**src/rtl/mblock_initiator_pkg.sv**
```systemverilog
// mblock_initiator_pkg: selector codes, FSM states and request classification for the memory block bus.
// Rev 1.0
`default_nettype none

package mblock_initiator_pkg;

  localparam logic [1:0] SEL_ROM   = 2'b00;
  localparam logic [1:0] SEL_RAM   = 2'b01;
  localparam logic [1:0] SEL_IO    = 2'b10;
  localparam logic [1:0] SEL_CONST = 2'b11;

  typedef enum logic [2:0] {
    ST_IDLE  = 3'd0,
    ST_SETUP = 3'd1,
    ST_READ  = 3'd2,
    ST_WRITE = 3'd3,
    ST_HOLD  = 3'd4,
    ST_RESP  = 3'd5
  } state_t;

  // Only RAM is writable; the IO segment is reserved for both directions.
  function automatic logic req_is_error(input logic write, input logic [1:0] sel);
    return write ? (sel != SEL_RAM) : (sel == SEL_IO);
  endfunction

  function automatic int max_int(input int a, input int b);
    return (a > b) ? a : b;
  endfunction

endpackage

`default_nettype wire

```
**src/rtl/mblock_initiator_if.sv**
```systemverilog
// mblock_initiator_if: CPU request/response channel plus the memory block pins.
// Rev 1.0
`default_nettype none

interface mblock_initiator_if;
  logic        req_valid;
  logic        req_ready;
  logic        req_write;
  logic [1:0]  req_sel;
  logic [15:0] req_addr;
  logic [31:0] req_wdata;
  logic        rsp_valid;
  logic [31:0] rsp_data;
  logic        rsp_err;
  logic [1:0]  mem_selector;
  logic [15:0] mem_address;
  logic [31:0] mem_in;
  logic        mem_is_write;
  logic [31:0] mem_out;

  modport master (
    input  req_valid, req_write, req_sel, req_addr, req_wdata, mem_out,
    output req_ready, rsp_valid, rsp_data, rsp_err,
           mem_selector, mem_address, mem_in, mem_is_write
  );

  modport slave (
    output req_valid, req_write, req_sel, req_addr, req_wdata, mem_out,
    input  req_ready, rsp_valid, rsp_data, rsp_err,
           mem_selector, mem_address, mem_in, mem_is_write
  );
endinterface

`default_nettype wire

```
**src/rtl/mblock_initiator_phase_timer.sv**
```systemverilog
// phase_timer: loadable down-counter; done is high while the count sits at 1.
// Rev 1.0
`default_nettype none

module phase_timer #(
  parameter int WIDTH = 2
) (
  input  logic             clk,
  input  logic             reset,
  input  logic             load,
  input  logic [WIDTH-1:0] load_value,
  output logic             done
);

  logic [WIDTH-1:0] count;

  // Saturates at zero so an idle timer never wraps back into a done state.
  always_ff @(posedge clk) begin
    if (reset) begin
      count <= '0;
    end else if (load) begin
      count <= load_value;
    end else if (count != '0) begin
      count <= count - WIDTH'(1);
    end
  end

  assign done = (count == WIDTH'(1));

endmodule

`default_nettype wire

```
**src/rtl/mblock_initiator.sv**
```systemverilog
// mblock_initiator: single-outstanding bus master sequencing setup -> strobe -> hold to the memory block.
// Rev 1.0
`default_nettype none

module mblock_initiator
  import mblock_initiator_pkg::*;
#(
  parameter int SETUP_CYCLES = 1,
  parameter int WRITE_CYCLES = 1,
  parameter int HOLD_CYCLES  = 1,
  parameter int READ_WAIT    = 1
) (
  input  logic                clk,
  input  logic                reset,
  mblock_initiator_if.master  bus
);

  localparam int MAX_CYCLES = max_int(max_int(SETUP_CYCLES, WRITE_CYCLES),
                                      max_int(HOLD_CYCLES, READ_WAIT));
  localparam int CNT_W      = $clog2(MAX_CYCLES + 1);

  if ((SETUP_CYCLES < 1) || (WRITE_CYCLES < 1) || (HOLD_CYCLES < 1) || (READ_WAIT < 1)) begin : g_param_check
    $error("mblock_initiator: all timing parameters must be at least 1");
  end

  state_t           state;
  logic             write_q;
  logic             accept_err;
  logic             timer_load;
  logic [CNT_W-1:0] timer_value;
  logic             timer_done;

  assign accept_err = req_is_error(bus.req_write, bus.req_sel);

  // Every timed state is entered through a load, so done always refers to the current phase.
  always_comb begin
    timer_load  = 1'b0;
    timer_value = '0;
    case (state)
      ST_IDLE: begin
        if (bus.req_valid && !accept_err) begin
          timer_load  = 1'b1;
          timer_value = CNT_W'(SETUP_CYCLES);
        end
      end
      ST_SETUP: begin
        if (timer_done) begin
          timer_load  = 1'b1;
          timer_value = write_q ? CNT_W'(WRITE_CYCLES) : CNT_W'(READ_WAIT);
        end
      end
      ST_WRITE: begin
        if (timer_done) begin
          timer_load  = 1'b1;
          timer_value = CNT_W'(HOLD_CYCLES);
        end
      end
      default: ;
    endcase
  end

  phase_timer #(.WIDTH(CNT_W)) u_timer (
    .clk        (clk),
    .reset      (reset),
    .load       (timer_load),
    .load_value (timer_value),
    .done       (timer_done)
  );

  always_ff @(posedge clk) begin
    if (reset) begin
      state            <= ST_IDLE;
      write_q          <= 1'b0;
      bus.req_ready    <= 1'b1;
      bus.rsp_valid    <= 1'b0;
      bus.rsp_err      <= 1'b0;
      bus.rsp_data     <= '0;
      bus.mem_is_write <= 1'b0;
      bus.mem_selector <= SEL_CONST;
      bus.mem_address  <= '0;
      bus.mem_in       <= '0;
    end else begin
      case (state)
        ST_IDLE: begin
          if (bus.req_valid) begin
            bus.req_ready <= 1'b0;
            write_q       <= bus.req_write;
            if (accept_err) begin
              // Rejected requests never touch the memory pins.
              state         <= ST_RESP;
              bus.rsp_valid <= 1'b1;
              bus.rsp_err   <= 1'b1;
              bus.rsp_data  <= '0;
            end else begin
              state            <= ST_SETUP;
              bus.mem_selector <= bus.req_sel;
              bus.mem_address  <= bus.req_addr;
              bus.mem_in       <= bus.req_wdata;
            end
          end
        end
        ST_SETUP: begin
          if (timer_done) begin
            if (write_q) begin
              state            <= ST_WRITE;
              bus.mem_is_write <= 1'b1;
            end else begin
              state <= ST_READ;
            end
          end
        end
        ST_READ: begin
          if (timer_done) begin
            state         <= ST_RESP;
            bus.rsp_valid <= 1'b1;
            bus.rsp_err   <= 1'b0;
            bus.rsp_data  <= bus.mem_out;
          end
        end
        ST_WRITE: begin
          if (timer_done) begin
            state            <= ST_HOLD;
            bus.mem_is_write <= 1'b0;
          end
        end
        ST_HOLD: begin
          if (timer_done) begin
            state         <= ST_RESP;
            bus.rsp_valid <= 1'b1;
            bus.rsp_err   <= 1'b0;
            bus.rsp_data  <= '0;
          end
        end
        ST_RESP: begin
          state         <= ST_IDLE;
          bus.rsp_valid <= 1'b0;
          bus.rsp_err   <= 1'b0;
          bus.req_ready <= 1'b1;
        end
        default: begin
          state <= ST_IDLE;
        end
      endcase
    end
  end

endmodule

`default_nettype wire

```
**src/flat_wrapper.sv**
```systemverilog
// flat-port wrapper written by rule: the top's interface ports become plain ports
module mblock_initiator_flat import mblock_initiator_pkg::*;
#(
  parameter int SETUP_CYCLES = 1,
  parameter int WRITE_CYCLES = 1,
  parameter int HOLD_CYCLES  = 1,
  parameter int READ_WAIT    = 1
)
  (clk, reset, bus_req_valid, bus_req_write, bus_req_sel, bus_req_addr, bus_req_wdata, bus_mem_out, bus_req_ready, bus_rsp_valid, bus_rsp_data, bus_rsp_err, bus_mem_selector, bus_mem_address, bus_mem_in, bus_mem_is_write);
  mblock_initiator_if bus_i ();
  input  logic clk;
  input  logic reset;
  input wire logic [$bits(bus_i.req_valid)-1:0] bus_req_valid;
  input wire logic [$bits(bus_i.req_write)-1:0] bus_req_write;
  input wire logic [$bits(bus_i.req_sel)-1:0] bus_req_sel;
  input wire logic [$bits(bus_i.req_addr)-1:0] bus_req_addr;
  input wire logic [$bits(bus_i.req_wdata)-1:0] bus_req_wdata;
  input wire logic [$bits(bus_i.mem_out)-1:0] bus_mem_out;
  output wire logic [$bits(bus_i.req_ready)-1:0] bus_req_ready;
  output wire logic [$bits(bus_i.rsp_valid)-1:0] bus_rsp_valid;
  output wire logic [$bits(bus_i.rsp_data)-1:0] bus_rsp_data;
  output wire logic [$bits(bus_i.rsp_err)-1:0] bus_rsp_err;
  output wire logic [$bits(bus_i.mem_selector)-1:0] bus_mem_selector;
  output wire logic [$bits(bus_i.mem_address)-1:0] bus_mem_address;
  output wire logic [$bits(bus_i.mem_in)-1:0] bus_mem_in;
  output wire logic [$bits(bus_i.mem_is_write)-1:0] bus_mem_is_write;
  assign bus_i.req_valid = bus_req_valid;
  assign bus_i.req_write = bus_req_write;
  assign bus_i.req_sel = bus_req_sel;
  assign bus_i.req_addr = bus_req_addr;
  assign bus_i.req_wdata = bus_req_wdata;
  assign bus_i.mem_out = bus_mem_out;
  assign bus_req_ready = bus_i.req_ready;
  assign bus_rsp_valid = bus_i.rsp_valid;
  assign bus_rsp_data = bus_i.rsp_data;
  assign bus_rsp_err = bus_i.rsp_err;
  assign bus_mem_selector = bus_i.mem_selector;
  assign bus_mem_address = bus_i.mem_address;
  assign bus_mem_in = bus_i.mem_in;
  assign bus_mem_is_write = bus_i.mem_is_write;
  mblock_initiator #(.SETUP_CYCLES(SETUP_CYCLES), .WRITE_CYCLES(WRITE_CYCLES), .HOLD_CYCLES(HOLD_CYCLES), .READ_WAIT(READ_WAIT)) u_core (.clk(clk), .reset(reset), .bus(bus_i));
endmodule
```
**config.mk**
```make
export PLATFORM = sky130hd
export DESIGN_NAME = mblock_initiator_flat
export DESIGN_NICKNAME = d
export VERILOG_FILES = /design/src/rtl/mblock_initiator_pkg.sv /design/src/rtl/mblock_initiator_if.sv /design/src/rtl/mblock_initiator_phase_timer.sv /design/src/rtl/mblock_initiator.sv /design/src/flat_wrapper.sv
export SDC_FILE = /design/constraint.sdc
export NUM_CORES = 1
export LEC_CHECK = 0
export CAP_MARGIN = 20
export CORE_ASPECT_RATIO = 0.7
export CORE_MARGIN = 5
export CORE_UTILIZATION = 40
export DETAILED_ROUTE_END_ITERATION = 10
export HOLD_SLACK_MARGIN = 0.06
export PLACE_DENSITY = 0.89
export SLEW_MARGIN = 15
export SYNTH_ARGS = -nofsm -noshare
export SYNTH_HDL_FRONTEND = slang
export SYNTH_HIERARCHICAL = 1
export SYNTH_SLANG_ARGS = --single-unit
```
**constraint.sdc**
```tcl
create_clock -name clk -period 5.55 [get_ports clk]
set_clock_uncertainty 0.2 [all_clocks]
set_input_delay 1.3875 -clock clk [delete_from_list [all_inputs] [get_ports clk]]
set_output_delay 1.3875 -clock clk [all_outputs]
set_load 0.01 [all_outputs]
```
==> summary.txt <==
Outcome
  • Result of the run: complete, no violations

Critical path
  • Required time at the endpoint of the critical path: around 5.5 ns
  • Critical-path top delay cell: buf_4
  • Critical path endpoint category: register
  • Startpoint of the most critical register-to-register path: u_core/state[2]
  • Critical path's largest stage delay: roughly 0.66 ns
  • Critical path start-end classification: in2reg
  • Launching element of the worst setup path: bus_req_valid
  • Number of cells on the worst reg-to-reg path: 5
  • Signal arrival time at the worst endpoint: 3.65 ns
  • Maximum fanout along the worst path: 48
  • Sort of element at the start of the critical path: input port
  • Endpoint of the lowest-slack register-to-register path: u_core/bus.mem_in[15]
  • Stages on worst setup path: 6
  • Slack of the worst reg-to-reg path: 2.86 ns
  • Critical-path cell list: clkdlybuf4s50_1 > or4b_4 > a211oi_4 > buf_4 > mux2i_1 > nor2_1
  • Dominant delay contributor by cell family on the critical path: buffers and inverters
  • Worst Path Buf+Inv: 2
  • Endpoint of the most critical setup path: u_core/bus.mem_in[15]

Die
  • Starting density of the core: 40.3%
  • Number of rows in the core area: 29
  • Area of the placeable core: 8930 um^2
  • DIE AREA: between 10,000 and 15,000 um^2
  • Die width: 123 um
  • Die extent in y: 89.3 um
  • # IOs: 172

CTS
  • Clock buffer count from CTS: 9
  • CTS tree: yes
  • Clock network latency to the later pin of the worst-skew pair: 0.32 ns
  • Clock transition at the registers of the reported paths: approximately 0.06 ns
  • Clk buf depth: 2
  • Clock sink count: between 90 and 100
  • Clock Root Buffer: clkbuf_16
  • Setup fix buffers added after clock tree synthesis: 0
  • Number of levels in the clock H-tree: 3
  • Post-CTS Resized: 0
  • Hold buffer count at CTS: 0

GRT
  • Vias in the first global route: approximately 3,200
  • First-pass GRT wire length: 15.4 mm
  • Initial antenna violation count: 0
  • Maximum number of pins on one net before global-route repair: between 60 and 70
  • Aggregate global routing overflow: 0
  • Overall Global Routing Usage: 17.3%

Cells and area
  • Area growth from synthesis to final layout: 57.7%
  • Share of the core filled with cells in the final layout: 63.6%
  • Count of antenna diodes in the layout: 0
  • Fill count: 731
  • Proportion of layout cells with a drive suffix above 1: 4.53%
  • NumNets Final: approximately 610

Logic synthesis
  • Post-synthesis sequential area ratio: 50.6%
  • Cell variety after synth: 34
  • Top area cells in the synthesized netlist: dfxtp_1 51%, mux2i_1 23%, nand2b_1 6.4%, nor2_1 5.9%, nand2_1 3.8%
  • Area share of the largest cell type after synthesis: 50.6%
  • Post-Syn Area per Cell: 9.83 um^2
  • Yosys warns: 6
  • Most used flip-flop cell after synthesis: dfxtp_1
  • Number of instances in the synthesized netlist: 366
  • Syn Std Cell Area: 3600 um^2
  • Library cell with the highest instance count after synthesis: dfxtp_1
  • Library cell occupying the most area in the post-synthesis netlist: dfxtp_1
  • Fraction of synthesis flops using an asynchronous set or reset pin: 0%
  • Number of nets produced by synthesis: around 450
  • Ranking of synthesized cells by instance count: 91 x dfxtp_1, 81 x mux2i_1, 57 x nor2_1
  • Number of enable flip-flop cells after synthesis: 0
  • FF+latch count, synth: 91

Drt
  • Final routed wire length divided by cell count: about 15 um
  • Residual DRC count: 0
  • TritonRoute pass-1 iters: 4
  • Vias: 3,117
  • Iteration-0 DRC Markers: 139
  • Via density per instance: 4.77
  • Routed wire length: 9.76 mm
  • Number of nets still failing antenna checks after routing: 0

Placed design
  • Final HPWL DP: 7.06 mm
  • RePlAce Congestion: 0.754
  • Number of input and output port buffers inserted: 171

Timing
  • Number of failing hold endpoints at the final stage: 0
  • Final critical-path required period: 3.68 ns
  • Slew @ Worst Pin: 1.02 ns
  • Setup total negative slack: 0 ns
  • Fmax: 272 MHz
  • # setup viols final: 0
  • Max_slew headroom: 31.8%
  • Unrepaired setup endpoints after global routing: false
  • Number of pins with negative max-slew slack in the final report: 0
  • Worst hold slack: 0.273 ns
  • Final worst-path cycle share: 66.2%

Hold path
  • Worst Hold Class: reg2reg

Pwr
  • Peak VDD IR: around 0.13 mV
  • Power density relative to cell area: 270 nW/um^2
  • Leakage power figure: between 0.002 and 0.0025 uW

Job
  • Reported max-cap violation count: 0
## flip-flops by register name (all words and copies together) (netlist names)
register                 flops
u_core/write_q               1
u_core/bus.req_ready         1
u_core/bus.rsp_err           1
u_core/bus.mem_selector      2
u_core/bus.rsp_data         32
u_core/bus.mem_address      16
u_core/state                 3
u_core/bus.rsp_valid         1
u_core/u_timer/done          1
u_core/bus.mem_in           32
u_core/bus.mem_is_write      1
## worst reg2reg max path, cell delays in order (launching register included)
cell,delay (ns)
dfxtp_1,0.46
or4b_4,0.64
a211oi_4,0.21
buf_4,0.66
mux2i_1,0.32
nor2_1,0.07
## routing by layer
| metal | GRT usage, % | share of wire, % | up-vias |
|---|---|---|---|
| met4 | 4.02 | 0.84 | 0 |
| li1 | - | - | 1540 |
| met2 | 31.0 | 50 | 103 |
| met5 | 0 | 0 | - |
| met1 | 20.5 | 42 | 1466 |
| met3 | 5.38 | 7.2 | 8 |
## through the flow
stage,setup WS [ns],power (uW),instances,cell area (um^2)
after floorplan,2.53,826,366,3600
after global placement,1.65,944,639,5380
after detailed placement,1.52,951,639,5380
after CTS,1.86,1550,654,5670
after global routing,1.77,1600,654,5670
final,1.87,1530,654,5670
## how the worst min path moves through the flow
stage                                       start  cells past startpoint                 endpoint
after floorplan                    u_core/write_q                      2           u_core/write_q
after global placement     u_core/bus.rsp_data[1]                      2   u_core/bus.rsp_data[1]
after detailed placement  u_core/bus.rsp_data[15]                      2  u_core/bus.rsp_data[15]
after CTS                 u_core/bus.rsp_data[15]                      2  u_core/bus.rsp_data[15]
after global routing       u_core/bus.rsp_data[6]                      2   u_core/bus.rsp_data[6]
final                     u_core/bus.rsp_data[15]                      2  u_core/bus.rsp_data[15]
## cell usage in the layout, fill, tap and decap left out, drive strengths merged, types with 2 or more instances in the layout
| cell type | netlist | layout |
|---|---|---|
| nor3 | 3 | 3 |
| inv | 3 | 5 |
| buf | 8 | 4 |
| nand2 | 36 | 36 |
| nor2b | 2 | 2 |
| a311oi | 2 | 2 |
| clkbuf | 17 | 9 |
| mux2i | 81 | 81 |
| nand2b | 37 | 37 |
| a21oi | 7 | 7 |
| a211oi | 2 | 2 |
| dfxtp | 91 | 91 |
| clkdlybuf4s50 | 0 | 170 |
| nor2 | 57 | 57 |
| a21o | 2 | 2 |
| clkinv | 0 | 2 |
| nand3 | 2 | 2 |
## area by class of cell
| cell class | instances | area [um^2] | share of cell area, % |
|---|---|---|---|
| clock buffers | 9 | 225 | 3.97 |
| multi-input cells | 247 | 1670 | 29.4 |
| well taps | 124 | 155 | 2.73 |
| flip-flops and latches | 91 | 1820 | 32.1 |
| inverters | 3 | 11.3 | 0.198 |
| clock inverters | 6 | 65.1 | 1.15 |
| repair buffers | 174 | 1730 | 30.5 |
## cell families (layout without fill, tap and decap cells)
| kind of cell | Yosys count | in the layout | share of synthesized area (%) |
|---|---|---|---|
| buffers and inverters | 28 | 192 | 3.44 |
| flip-flops | 91 | 91 | 50.6 |
| multiplexers | 81 | 81 | 22.5 |
| AO/OA/AOI/OAI | 24 | 24 | 4.90 |
| AND/OR/NAND/NOR | 142 | 142 | 18.5 |
## report_power, final
part / switching [uW] / leakage (uW) / internal (uW)
sequential: 19.3 / 0.000738 / 678
combinational: 96.0 / 0.00113 / 143
clock: 245 / 0.000142 / 348
total: 361 / 0.00201 / 1170
(Power assumes the default switching activity.)
